### config.mk
export PLATFORM = sky130hd
export DESIGN_NAME = stage_ex_md_flat
export DESIGN_NICKNAME = d
export VERILOG_FILES = /design/src/rtl/stage_ex_md_if.sv /design/src/rtl/stage_ex_md.sv /design/src/flat_wrapper.sv
export SDC_FILE = /design/constraint.sdc
export NUM_CORES = 2
export LEC_CHECK = 0
export CAP_MARGIN = 20
export CELL_PAD_IN_SITES_DETAIL_PLACEMENT = 0
export CELL_PAD_IN_SITES_GLOBAL_PLACEMENT = 1
export CORE_UTILIZATION = 45
export DETAILED_ROUTE_END_ITERATION = 10
export PLACE_DENSITY = 0.79
export SLEW_MARGIN = 30
export SYNTH_ARGS = -nofsm -noshare
export SYNTH_HDL_FRONTEND = slang
export SYNTH_SLANG_ARGS = --single-unit
### constraint.sdc
create_clock -name i_clock -period 15 [get_ports i_clock]
set_input_delay 3 -clock i_clock [delete_from_list [all_inputs] [get_ports i_clock]]
set_output_delay 3 -clock i_clock [all_outputs]
set_load 0.02 [all_outputs]
### src/rtl/stage_ex_md_if.sv
// ---------------------------------------------------------------------------
// stage_ex_md_if
//   Bundles the ID/EX -> EX signals and the EX stage results for stage_ex_md.
//   Clock and reset stay outside as plain ports of the stage.
//
//   Ports (all logic):
//     i_isValid, i_flush                    instruction valid / kill
//     i_instIMM, i_dataRS1, i_dataRS2, i_pc operands (DATA_WIDTH)
//     i_operandASel, i_operandBSel          operand muxes (2)
//     i_resultSel                           0 ALU, 1 CSR, 2 MD, 3 zero (2)
//     i_aluControl                          ALU op (4)
//     i_mdOp                                RV M-extension funct3 (3)
//     i_csrData                             CSR read data (DATA_WIDTH)
//     o_hazard, o_dataR, o_dataB, o_mdBusy  stage outputs
//     o_mdState                             MD FSM state (debug)
//
//   Modports: master = pipeline side driving the stage, slave = the stage.
// ---------------------------------------------------------------------------
interface stage_ex_md_if #(
  parameter int DATA_WIDTH = 32
);
  logic                  i_isValid;
  logic                  i_flush;
  logic [DATA_WIDTH-1:0] i_instIMM;
  logic [DATA_WIDTH-1:0] i_dataRS1;
  logic [DATA_WIDTH-1:0] i_dataRS2;
  logic [DATA_WIDTH-1:0] i_pc;
  logic [1:0]            i_operandASel;
  logic [1:0]            i_operandBSel;
  logic [1:0]            i_resultSel;
  logic [3:0]            i_aluControl;
  logic [2:0]            i_mdOp;
  logic [DATA_WIDTH-1:0] i_csrData;
  logic                  o_hazard;
  logic [DATA_WIDTH-1:0] o_dataR;
  logic [DATA_WIDTH-1:0] o_dataB;
  logic                  o_mdBusy;
  logic [1:0]            o_mdState;

  modport master (
    output i_isValid, i_flush, i_instIMM, i_dataRS1, i_dataRS2, i_pc,
           i_operandASel, i_operandBSel, i_resultSel, i_aluControl,
           i_mdOp, i_csrData,
    input  o_hazard, o_dataR, o_dataB, o_mdBusy, o_mdState
  );

  modport slave (
    input  i_isValid, i_flush, i_instIMM, i_dataRS1, i_dataRS2, i_pc,
           i_operandASel, i_operandBSel, i_resultSel, i_aluControl,
           i_mdOp, i_csrData,
    output o_hazard, o_dataR, o_dataB, o_mdBusy, o_mdState
  );
endinterface

### src/rtl/stage_ex_md.sv
// ---------------------------------------------------------------------------
// stage_ex_md
//   Execute stage: single-cycle ALU / CSR / zero result path plus an
//   iterative RV32M/RV64M multiply/divide unit (shift-add multiplier retiring
//   MUL_BITS_PER_CYCLE bits per cycle, restoring 1-bit/cycle divider).
//
//   Ports:
//     i_clock  rising-edge clock
//     i_reset  asynchronous, active-low reset
//     bus      stage_ex_md_if.slave (operands, selects, results, debug)
//
//   Stall handshake: o_hazard is the only flow control. While it is high the
//   upstream pipeline holds every EX input stable. An instruction retires at
//   the end of the first cycle in which i_isValid is high and o_hazard is low.
//   For an M-op that cycle is DONE, where o_dataR shows the registered result.
// ---------------------------------------------------------------------------
module stage_ex_md #(
  parameter int DATA_WIDTH         = 32,
  parameter int MUL_BITS_PER_CYCLE = 4,
  parameter bit ENABLE_MD          = 1'b1
) (
  input  logic         i_clock,
  input  logic         i_reset,
  stage_ex_md_if.slave bus
);

  localparam int W   = DATA_WIDTH;
  localparam int K   = MUL_BITS_PER_CYCLE;
  localparam int CW  = $clog2(DATA_WIDTH) + 1;
  localparam int SHW = $clog2(DATA_WIDTH);

  localparam logic [CW-1:0] MUL_N   = CW'(DATA_WIDTH / MUL_BITS_PER_CYCLE);
  localparam logic [CW-1:0] DIV_N   = CW'(DATA_WIDTH);
  localparam logic [CW-1:0] CNT_ONE = CW'(1);
  localparam logic [W-1:0]  MIN_VAL = {1'b1, {(W-1){1'b0}}};

  localparam logic [1:0] ST_IDLE = 2'd0;
  localparam logic [1:0] ST_MUL  = 2'd1;
  localparam logic [1:0] ST_DIV  = 2'd2;
  localparam logic [1:0] ST_DONE = 2'd3;

  localparam logic [3:0] ALU_ADD  = 4'd0;
  localparam logic [3:0] ALU_SUB  = 4'd1;
  localparam logic [3:0] ALU_SLL  = 4'd2;
  localparam logic [3:0] ALU_SLT  = 4'd3;
  localparam logic [3:0] ALU_SLTU = 4'd4;
  localparam logic [3:0] ALU_XOR  = 4'd5;
  localparam logic [3:0] ALU_SRL  = 4'd6;
  localparam logic [3:0] ALU_SRA  = 4'd7;
  localparam logic [3:0] ALU_OR   = 4'd8;
  localparam logic [3:0] ALU_AND  = 4'd9;

  // ---------------- single-cycle ALU path ----------------
  logic [W-1:0]   op_a, op_b, alu_res;
  logic [SHW-1:0] shamt;

  always_comb begin
    case (bus.i_operandASel)
      2'd0:    op_a = bus.i_dataRS1;
      2'd1:    op_a = bus.i_instIMM;
      2'd2:    op_a = '0;
      default: op_a = bus.i_pc;
    endcase
    case (bus.i_operandBSel)
      2'd0:    op_b = bus.i_dataRS2;
      2'd1:    op_b = bus.i_instIMM;
      2'd2:    op_b = {{(W-3){1'b0}}, 3'd4};
      default: op_b = '0;
    endcase
  end

  assign shamt = op_b[SHW-1:0];

  always_comb begin
    case (bus.i_aluControl)
      ALU_ADD:  alu_res = op_a + op_b;
      ALU_SUB:  alu_res = op_a - op_b;
      ALU_SLL:  alu_res = op_a << shamt;
      ALU_SLT:  alu_res = {{(W-1){1'b0}}, ($signed(op_a) < $signed(op_b))};
      ALU_SLTU: alu_res = {{(W-1){1'b0}}, (op_a < op_b)};
      ALU_XOR:  alu_res = op_a ^ op_b;
      ALU_SRL:  alu_res = op_a >> shamt;
      ALU_SRA:  alu_res = $signed(op_a) >>> shamt;
      ALU_OR:   alu_res = op_a | op_b;
      ALU_AND:  alu_res = op_a & op_b;
      default:  alu_res = '0;
    endcase
  end

  // ---------------- MD unit state ----------------
  logic [1:0]     state_q, state_d;
  logic [CW-1:0]  cnt_q, cnt_d;
  logic [2*W-1:0] prod_q, prod_d;     // running product
  logic [2*W-1:0] mcand_q, mcand_d;   // multiplicand, shifted left K per cycle
  logic [W-1:0]   mplier_q, mplier_d; // multiplier, shifted right K per cycle
  logic [W-1:0]   rem_q, rem_d;       // partial remainder
  logic [W-1:0]   quo_q, quo_d;       // dividend shifting out / quotient in
  logic [W-1:0]   dvsr_q, dvsr_d;     // divisor magnitude
  logic           neg_q, neg_d;       // product / quotient sign
  logic           negr_q, negr_d;     // remainder sign (dividend sign)
  logic [1:0]     op_q, op_d;         // low funct3 bits pick half / Q vs R
  logic [W-1:0]   res_q, res_d;       // registered MD result

  // Operand preparation for the start cycle, straight from RS1/RS2.
  logic         a_signed, b_signed, a_neg, b_neg, is_div, md_start;
  logic [W-1:0] a_mag, b_mag, fast_res;
  logic         div_zero, div_ovf;

  always_comb begin
    is_div   = bus.i_mdOp[2];
    // MUL/MULH/MULHSU treat rs1 as signed; only MUL/MULH treat rs2 as signed.
    a_signed = is_div ? ~bus.i_mdOp[0] : (bus.i_mdOp[1:0] != 2'b11);
    b_signed = is_div ? ~bus.i_mdOp[0] : ~bus.i_mdOp[1];
    a_neg    = a_signed & bus.i_dataRS1[W-1];
    b_neg    = b_signed & bus.i_dataRS2[W-1];
    a_mag    = a_neg ? -bus.i_dataRS1 : bus.i_dataRS1;
    b_mag    = b_neg ? -bus.i_dataRS2 : bus.i_dataRS2;
    div_zero = (bus.i_dataRS2 == '0);
    div_ovf  = ~bus.i_mdOp[0] & (bus.i_dataRS1 == MIN_VAL) & (bus.i_dataRS2 == '1);
    // Both special cases resolve without iterating; op[1] selects remainder.
    if (div_zero)
      fast_res = bus.i_mdOp[1] ? bus.i_dataRS1 : '1;
    else
      fast_res = bus.i_mdOp[1] ? '0 : MIN_VAL;
  end

  assign md_start = ENABLE_MD & bus.i_isValid & ~bus.i_flush &
                    (bus.i_resultSel == 2'd2) & (state_q == ST_IDLE);

  // One multiply step: add K shifted copies of the multiplicand.
  logic [2*W-1:0] mul_add, prod_nx, prod_fin;
  logic [W-1:0]   mul_res;

  always_comb begin
    mul_add = '0;
    for (int j = 0; j < K; j++) begin
      if (mplier_q[j]) mul_add = mul_add + (mcand_q << j);
    end
    prod_nx  = prod_q + mul_add;
    prod_fin = neg_q ? -prod_nx : prod_nx;
    mul_res  = (op_q == 2'b00) ? prod_fin[W-1:0] : prod_fin[2*W-1:W];
  end

  // One restoring divide step.
  logic [W:0]   div_trial;
  logic         div_ge;
  logic [W-1:0] rem_nx, quo_nx, q_fin, r_fin, div_res;

  always_comb begin
    div_trial = {rem_q, quo_q[W-1]};
    div_ge    = (div_trial >= {1'b0, dvsr_q});
    rem_nx    = div_ge ? (div_trial[W-1:0] - dvsr_q) : div_trial[W-1:0];
    quo_nx    = {quo_q[W-2:0], div_ge};
    q_fin     = neg_q  ? -quo_nx : quo_nx;
    r_fin     = negr_q ? -rem_nx : rem_nx;
    div_res   = op_q[1] ? r_fin : q_fin;
  end

  always_comb begin
    state_d  = state_q;
    cnt_d    = cnt_q;
    prod_d   = prod_q;
    mcand_d  = mcand_q;
    mplier_d = mplier_q;
    rem_d    = rem_q;
    quo_d    = quo_q;
    dvsr_d   = dvsr_q;
    neg_d    = neg_q;
    negr_d   = negr_q;
    op_d     = op_q;
    res_d    = res_q;

    if (bus.i_flush) begin
      // Kill: drop whatever is in flight, result register untouched.
      state_d = ST_IDLE;
      cnt_d   = '0;
    end else begin
      case (state_q)
        ST_IDLE: begin
          if (md_start) begin
            op_d     = bus.i_mdOp[1:0];
            neg_d    = a_neg ^ b_neg;
            negr_d   = a_neg;
            cnt_d    = '0;
            prod_d   = '0;
            mcand_d  = {{W{1'b0}}, a_mag};
            mplier_d = b_mag;
            rem_d    = '0;
            quo_d    = a_mag;
            dvsr_d   = b_mag;
            if (is_div && (div_zero || div_ovf)) begin
              res_d   = fast_res;
              state_d = ST_DONE;
            end else begin
              state_d = is_div ? ST_DIV : ST_MUL;
            end
          end
        end
        ST_MUL: begin
          prod_d   = prod_nx;
          mcand_d  = mcand_q << K;
          mplier_d = mplier_q >> K;
          cnt_d    = cnt_q + CNT_ONE;
          if (cnt_d == MUL_N) begin
            res_d   = mul_res;
            state_d = ST_DONE;
          end
        end
        ST_DIV: begin
          rem_d = rem_nx;
          quo_d = quo_nx;
          cnt_d = cnt_q + CNT_ONE;
          if (cnt_d == DIV_N) begin
            res_d   = div_res;
            state_d = ST_DONE;
          end
        end
        default: begin
          // DONE: pipeline advances this cycle; never chains a new op.
          state_d = ST_IDLE;
          cnt_d   = '0;
        end
      endcase
    end
  end

  always_ff @(posedge i_clock or negedge i_reset) begin
    if (!i_reset) begin
      state_q  <= ST_IDLE;
      cnt_q    <= '0;
      prod_q   <= '0;
      mcand_q  <= '0;
      mplier_q <= '0;
      rem_q    <= '0;
      quo_q    <= '0;
      dvsr_q   <= '0;
      neg_q    <= 1'b0;
      negr_q   <= 1'b0;
      op_q     <= '0;
      res_q    <= '0;
    end else begin
      state_q  <= state_d;
      cnt_q    <= cnt_d;
      prod_q   <= prod_d;
      mcand_q  <= mcand_d;
      mplier_q <= mplier_d;
      rem_q    <= rem_d;
      quo_q    <= quo_d;
      dvsr_q   <= dvsr_d;
      neg_q    <= neg_d;
      negr_q   <= negr_d;
      op_q     <= op_d;
      res_q    <= res_d;
    end
  end

  // ---------------- outputs ----------------
  logic [W-1:0] md_data;
  assign md_data = ENABLE_MD ? res_q : '0;

  always_comb begin
    case (bus.i_resultSel)
      2'd0:    bus.o_dataR = alu_res;
      2'd1:    bus.o_dataR = bus.i_csrData;
      2'd2:    bus.o_dataR = md_data;
      default: bus.o_dataR = '0;
    endcase
  end

  // Stall in the start cycle and every iterate cycle; flush and reset win.
  assign bus.o_hazard  = i_reset & ~bus.i_flush &
                         (md_start | (state_q == ST_MUL) | (state_q == ST_DIV));
  assign bus.o_dataB   = bus.i_dataRS2;
  assign bus.o_mdBusy  = (state_q != ST_IDLE);
  assign bus.o_mdState = state_q;

endmodule

### src/flat_wrapper.sv
// flat-port wrapper written by rule: the top's interface ports become plain ports
module stage_ex_md_flat 
#(
  parameter int DATA_WIDTH         = 32,
  parameter int MUL_BITS_PER_CYCLE = 4,
  parameter bit ENABLE_MD          = 1'b1
)
  (i_clock, i_reset, bus_i_isValid, bus_i_flush, bus_i_instIMM, bus_i_dataRS1, bus_i_dataRS2, bus_i_pc, bus_i_operandASel, bus_i_operandBSel, bus_i_resultSel, bus_i_aluControl, bus_i_mdOp, bus_i_csrData, bus_o_hazard, bus_o_dataR, bus_o_dataB, bus_o_mdBusy, bus_o_mdState);
  stage_ex_md_if #(.DATA_WIDTH(DATA_WIDTH)) bus_i ();
  input  logic i_clock;
  input  logic i_reset;
  input wire logic [$bits(bus_i.i_isValid)-1:0] bus_i_isValid;
  input wire logic [$bits(bus_i.i_flush)-1:0] bus_i_flush;
  input wire logic [$bits(bus_i.i_instIMM)-1:0] bus_i_instIMM;
  input wire logic [$bits(bus_i.i_dataRS1)-1:0] bus_i_dataRS1;
  input wire logic [$bits(bus_i.i_dataRS2)-1:0] bus_i_dataRS2;
  input wire logic [$bits(bus_i.i_pc)-1:0] bus_i_pc;
  input wire logic [$bits(bus_i.i_operandASel)-1:0] bus_i_operandASel;
  input wire logic [$bits(bus_i.i_operandBSel)-1:0] bus_i_operandBSel;
  input wire logic [$bits(bus_i.i_resultSel)-1:0] bus_i_resultSel;
  input wire logic [$bits(bus_i.i_aluControl)-1:0] bus_i_aluControl;
  input wire logic [$bits(bus_i.i_mdOp)-1:0] bus_i_mdOp;
  input wire logic [$bits(bus_i.i_csrData)-1:0] bus_i_csrData;
  output wire logic [$bits(bus_i.o_hazard)-1:0] bus_o_hazard;
  output wire logic [$bits(bus_i.o_dataR)-1:0] bus_o_dataR;
  output wire logic [$bits(bus_i.o_dataB)-1:0] bus_o_dataB;
  output wire logic [$bits(bus_i.o_mdBusy)-1:0] bus_o_mdBusy;
  output wire logic [$bits(bus_i.o_mdState)-1:0] bus_o_mdState;
  assign bus_i.i_isValid = bus_i_isValid;
  assign bus_i.i_flush = bus_i_flush;
  assign bus_i.i_instIMM = bus_i_instIMM;
  assign bus_i.i_dataRS1 = bus_i_dataRS1;
  assign bus_i.i_dataRS2 = bus_i_dataRS2;
  assign bus_i.i_pc = bus_i_pc;
  assign bus_i.i_operandASel = bus_i_operandASel;
  assign bus_i.i_operandBSel = bus_i_operandBSel;
  assign bus_i.i_resultSel = bus_i_resultSel;
  assign bus_i.i_aluControl = bus_i_aluControl;
  assign bus_i.i_mdOp = bus_i_mdOp;
  assign bus_i.i_csrData = bus_i_csrData;
  assign bus_o_hazard = bus_i.o_hazard;
  assign bus_o_dataR = bus_i.o_dataR;
  assign bus_o_dataB = bus_i.o_dataB;
  assign bus_o_mdBusy = bus_i.o_mdBusy;
  assign bus_o_mdState = bus_i.o_mdState;
  stage_ex_md #(.DATA_WIDTH(DATA_WIDTH), .MUL_BITS_PER_CYCLE(MUL_BITS_PER_CYCLE), .ENABLE_MD(ENABLE_MD)) u_core (.i_clock(i_clock), .i_reset(i_reset), .bus(bus_i));
endmodule
==> Yosys cells after proc, flatten, opt, wreduce, memory -nomap -nowiden <==
Index checks and enable logic that the tools add are counted.
{ "totals": {"reg_bits": 300, "wordCells": 143} }
{ "classes": {"n_addsub": 13, "magnitude_cmp": 3, "eq_ne": 29, "shifts": 3, "muxes": 46, "bitwise": 18, "reduce_logical": 19} }
{ "ops": {"columns": ["op", "n"], "rows": [
  ["32-bit 2-to-1 mux", 17],
  ["64-bit 2-to-1 mux", 7],
  ["32-bit case mux with 3 select lines", 4],
  ["32-bit case mux with 10 select lines", 1],
  ["64-bit adder", 4],
  ["64-bit case mux with 2 select lines", 2],
  ["32-bit case mux with 2 select lines", 3],
  ["32-bit negator", 4],
  ["32-bit == test, second input constant", 2],
  ["32-bit < comparator", 2],
  ["64-bit negator", 1],
  ["32-bit subtractor", 2],
  ["33-bit by 32-bit greater-or-equal comparator with 1-bit output", 1],
  ["32-bit adder", 1],
  ["32-bit AND", 1],
  ["32-bit zero test", 1],
  ["32-bit OR", 1],
  ["32-bit by 5-bit left shift with 32-bit output", 1],
  ["32-bit by 5-bit right shift with 32-bit output", 1],
  ["32-bit by 5-bit >>> shifter with 32-bit output", 1],
  ["32-bit bitwise XOR", 1],
  ["4-bit by 3-bit == test with 1-bit output, second input constant", 4],
  ["2-bit 2-to-1 mux", 6],
  ["6-bit 2-to-1 mux", 2],
  ["27 further kinds", 61]
]} }

==> Depth between registers and ports, before layout <==
{ "logic_depth": {"ltp_word": 13, "mapped_depth": 68} }

==> Least setup slack after synthesis <==
Ideal clock, no wire load.
{ "synth_timing": {"path_type": "register to register", "startpoint": "register u_core.mplier_q[0]", "endpoint": "register u_core.res_q[29], in the netlist u_core.md_data[29]", "t_arrival_ps": 12566, "required_time_ps": 14913, "setup_slack_ps": 2347, "path_stages_with_launch": 67, "n_path_buf": 8, "path_cell_list": "dfrtp_1 clkbuf_1 clkbuf_1 clkbuf_1 clkbuf_1 clkbuf_1 clkbuf_1 clkbuf_1 nand2_1 inv_1 ha_1 fa_1 clkbuf_1 nand2_1 a21oi_1 o31ai_1 a21oi_1 o32a_1 (+31 left out) a221o_1 a21o_1 xor2_1 mux2_2 ha_1 nand4_1 or3_1 o22ai_1 a311oi_1 o21ai_0 a211o_1 xor2_1 nor4_1 nand4_1 o21ai_0 xor2_1 a2111o_1 o211ai_1"} }
{ "synth_via": {"elab_chain_cells": 13} }
{ "synth_rtl": {"columns": ["item", "line", "rtl"], "rows": [
  ["start, declared", "stage_ex_md.sv:95", "logic [W-1:0] mplier_q, mplier_d;"],
  ["start signal, assigned", "stage_ex_md.sv:246", "mplier_q <= mplier_d;"],
  ["64-bit 2-to-1 mux (*)", "stage_ex_md.sv:137", "if (mplier_q[j]) mul_add = mul_add + (mcand_q << j);"],
  ["64-bit adder", "stage_ex_md.sv:137", null],
  ["64-bit 2-to-1 mux (*)", "stage_ex_md.sv:137", null],
  ["64-bit adder", "stage_ex_md.sv:137", null],
  ["64-bit 2-to-1 mux (*)", "stage_ex_md.sv:137", null],
  ["64-bit adder", "stage_ex_md.sv:137", null],
  ["64-bit 2-to-1 mux (*)", "stage_ex_md.sv:137", null],
  ["64-bit adder (*)", "stage_ex_md.sv:139", "prod_nx = prod_q + mul_add;"],
  ["64-bit negator", "stage_ex_md.sv:140", "prod_fin = neg_q ? -prod_nx : prod_nx;"],
  ["64-bit 2-to-1 mux (*)", "stage_ex_md.sv:140", null],
  ["32-bit 2-to-1 mux (*)", "stage_ex_md.sv:141", "mul_res = (op_q == 2'b00) ? prod_fin[W-1:0] : prod_fin[2*W-1:W];"],
  ["32-bit 2-to-1 mux (*)", "stage_ex_md.sv:204", "if (cnt_d == MUL_N) begin"],
  ["32-bit case mux with 3 select lines (*)", "stage_ex_md.sv:178", "case (state_q)"],
  ["end signal, assigned", "stage_ex_md.sv:253", "res_q <= res_d;"],
  ["end, declared", "stage_ex_md.sv:102", "logic [W-1:0] res_q, res_d;"]
]} }
Every way passes the cells marked *; elsewhere a longest branch is shown, timed or not. The select of a mux whose other input is x is not followed.
A chain may end at the register's enable or synchronous reset.

==> Final worst setup path <==
{ "layout_timing": {"startpoint": "register u_core.mplier_q[0]", "endpoint": "register u_core.res_q[23], in the netlist u_core.md_data[23]"} }
The elaborated chain is that of the path after synthesis.

==> results.yml <==
clock_tree:
  number_of_hold_repair_buffers_added_at_the_cts_stage: 0
  postCtsResizedCells: 0
  cts_tree: "built"
  buffer_cell_driving_the_clock_tree_root: "sky130_fd_sc_hd__clkbuf_16"
  skew_pair_late_insertion_delay_ns: 0.60
  cts_inserted_buffers: 40
  post-cts-setup-buffer-count: 0
  clk_pin_slew_worst_paths_ns: 0.06
  htree_levels: 2
  cts.path.max_buffers: 3
  clock_sink_count: 300
layout:
  areaGrowthSynthToFinish_pct: 10.34
  post_route_cells_drive_above_1_share_pct: 6.124
  fin_util_pct: 50.21
  fin_nets: 7003
power:
  seq_power_share_pct: 14.2
  p_switching_mw: 5.920
  netSwitchingFraction_pct: 56.44
  combPwrFrac_pct: 75.6
  internal_power_mw: 4.569
  power_mw: 10.49
  clock_power_share_pct: 10.1
  worst_ir_drop_vdd_mv: 0.1155
  power_density_nw_per_um2: 205.0
  power.static_leakage_nw: 22.91
sta:
  rsz0062_at_grt: "false"
  worst-slew-pin-transition_ns: 1.127
  fin_worst_skew_ns: 0.03889
  hold_viol_final: 0
  final_min_period_over_clock_period_pct: 88.02
  setup-tns-final_ns: 0
  final_critical_path_setup_slack_ns: 1.797
  timing.fmax_ghz: 0.07574
  timing.final.crit_period_ns: 13.20
  max_slew_violation_count: 0
  finalSetupViolations: 0
  slew_headroom_pct: 24.90
critical_path:
  worstSetupStartpointType: "flip-flop"
  cp_common_cell: "sky130_fd_sc_hd__a21oi_1"
  critical_path.endpoint_type: "flip-flop"
  regToRegSetupSlack_ns: 1.80
  criticalPathCategory: "reg2reg"
  worst_ep_arrival_time_ns: 13.73
  rr_startpoint: "u_core.mplier_q[0]"
  crit_required_ns: 15.52
  cp_max_fo: 46
  cp_slowest_stage_delay_ns: 0.67
  critical-path-slowest-cell: "sky130_fd_sc_hd__dfrtp_4"
  worst_setup_startpoint: "u_core.mplier_q[0]"
floorplan:
  die_height_um: 323.0
  die_w_um: 323.0
  io-pin-count: 245
  initial_utilization_pct: 45.51
  core_region_area_um2: 101900
  placement_rows: 117
  dieArea_um2: 104300
global_routing:
  grt_max_degree: 94
  globalRouteOverflowTotal: 0
  antenna_found_initial: 18
  grt_pass1_wl_um: 311000
  first_global_vias: 48060
  globalRouteTotalUtil_pct: 39.17
run:
  maxCapViolations: 0
synthesis:
  synthArstFlopShare_pct: 100.0
  yosys.cell_count.top_type: "sky130_fd_sc_hd__nand2_1"
  post_synth_instance_area_um2: 46370
  most_used_standard_cells_in_the_synthesized_netlist: "sky130_fd_sc_hd__nand2_1, sky130_fd_sc_hd__o21ai_0, sky130_fd_sc_hd__a21oi_1"
  synth_enable_flop_cells: 0
  synth_flop_cell: "sky130_fd_sc_hd__dfrtp_1"
  synth_cell_types: 104
  yosysTopAreaCell: "sky130_fd_sc_hd__dfrtp_1"
  number_of_nets_produced_by_synthesis: 7038
  part_of_the_yosys_area_used_for_sequential_elements_pct: 16.19
  synth_top_area_share_pct: 16.19
  synthesis.yosys.warnings: 0
  syn_inst: 6471
  ys_ff_latch: 300
  synth_area_per_cell_um2: 7.165
  synthTopCellsByArea: "sky130_fd_sc_hd__dfrtp_1, sky130_fd_sc_hd__ha_1, sky130_fd_sc_hd__o21ai_0"
route:
  drtAntennaViolNets: 0
  post_drt_via_cell_ratio: 6.614
  route.detailed.drc: 0
  via_count: 51860
  detailedRoute.firstIterationViolations: 6183
  firstDrtPassIters: 8
  routedWlPerCell_um: 26.92
  routed_wirelength_um: 211100
min_path:
  hold_path.startpoint: "u_core.mcand_q[63]"
  timing.hold.worst.class: "reg2reg"
status:
  outcome: "finished clean"
placement:
  place.detailed.hpwl_um: 165500
  setup_slack_after_placement_ns: 2.085
  port-buffer-count: 244
  finalWeightedCongestion: 1.114
==> layout make-up <==
type | instances | area [um2]
clock inverters | 23 | 345.3
multi-input cells | 5483 | 36280
clock buffers | 49 | 1065
well taps | 1368 | 1712
diodes | 8 | 20.02
flip-flops and latches | 300 | 7516
repair buffers | 344 | 3219
inverters | 267 | 1002
fillers | 10310 | 50730
==> sequential cells by signal, summed over array words and instances (netlist names) <==
| signal | cells |
|---|---|
| u_core.neg_q | 1 |
| u_core.md_data | 32 |
| u_core.prod_q | 64 |
| u_core.op_q | 2 |
| u_core.bus.o_mdState | 2 |
| u_core.rem_q | 32 |
| u_core.mcand_q | 64 |
| u_core.dvsr_q | 32 |
| u_core.negr_q | 1 |
| u_core.quo_q | 32 |
| u_core.mplier_q | 32 |
| u_core.cnt_q | 6 |
==> path summary, 6_finish.rpt <==
| kind | to | cells after the start |
|---|---|---|
| max | u_core.md_data[23] | 48 |
| min | u_core.mcand_q[63] | 2 |
| max reg2reg | u_core.md_data[23] | 48 |
| min reg2reg | u_core.mcand_q[63] | 2 |
| max in group asynchronous | u_core.mcand_q[47] | 4 |
| min in group asynchronous | u_core.mplier_q[10] | 1 |
==> cells in the final DEF (no fill, tap or decap), types with 98 or more instances in the layout <==
cell type / synthesis / final
sky130_fd_sc_hd__nand2_1: 740 / 737
sky130_fd_sc_hd__a21o_1: 202 / 201
sky130_fd_sc_hd__nor3_1: 99 / 98
sky130_fd_sc_hd__nor2_1: 500 / 495
sky130_fd_sc_hd__nand3_1: 150 / 150
sky130_fd_sc_hd__a21oi_1: 608 / 606
sky130_fd_sc_hd__clkdlybuf4s50_1: 0 / 241
sky130_fd_sc_hd__inv_1: 261 / 261
sky130_fd_sc_hd__xnor2_1: 229 / 229
sky130_fd_sc_hd__a22oi_1: 99 / 99
sky130_fd_sc_hd__dfrtp_1: 300 / 295
sky130_fd_sc_hd__mux2i_1: 147 / 147
sky130_fd_sc_hd__ha_1: 383 / 382
sky130_fd_sc_hd__o21ai_0: 626 / 625
sky130_fd_sc_hd__xor2_1: 174 / 174
==> layer usage <==
layer | track usage, % | routed length, um | vias to the layer above
met5 | 0 | 103 | -
li1 | - | - | 23800
met4 | 22.37 | 13720 | 16
met2 | 60.62 | 91960 | 2536
met1 | 50.77 | 87060 | 24910
met3 | 7.588 | 18270 | 601
==> stage by stage <==
stage	cell area (um2)	instances	hold WS, ns
after floorplan	46370	6471	0.4391
after global routing	51140	7835	0.4811
after global placement	49650	7760	0.4501
after detailed placement	49700	7762	0.4570
final	51160	7842	0.4670
after CTS	51110	7834	0.4690
==> critical path, delay by kind of cell (launching register included) <==
family	cells	cell delay, ns
compound gates	25	6.41
simple gates	12	3.07
fa+ha+maj	5	1.99
xor+xnor	5	0.98
flops	1	0.67
buf+inv	1	0.05
==> cell families (layout without fill, tap and decap cells) <==
family                     count (synthesis)  in the layout  synth area share [%]
and+or+nand+nor                         2050           2050                 20.87
other                                      0              8                     0
xor gates and xnor gates                 403            403                 7.613
muxes                                    226            226                 5.116
adders and majority gates                390            390                 10.64
AOI/OAI and AO/OA                       2414           2414                 33.71
DFF                                      300            300                 16.19
buffers and inverters                    688            683                 5.867
==> power groups by stage <==
stage	Combinational [mW]	Clock (mW)	Sequential, mW
CTS	7.74	1.08	1.47
floorplan	5.66	0	1.23
global placement	7.65	0	1.48
detailed placement	7.69	0	1.48
global route	8.56	1.10	1.52
finish	7.93	1.06	1.49
Power figures use the tool's default switching activity.
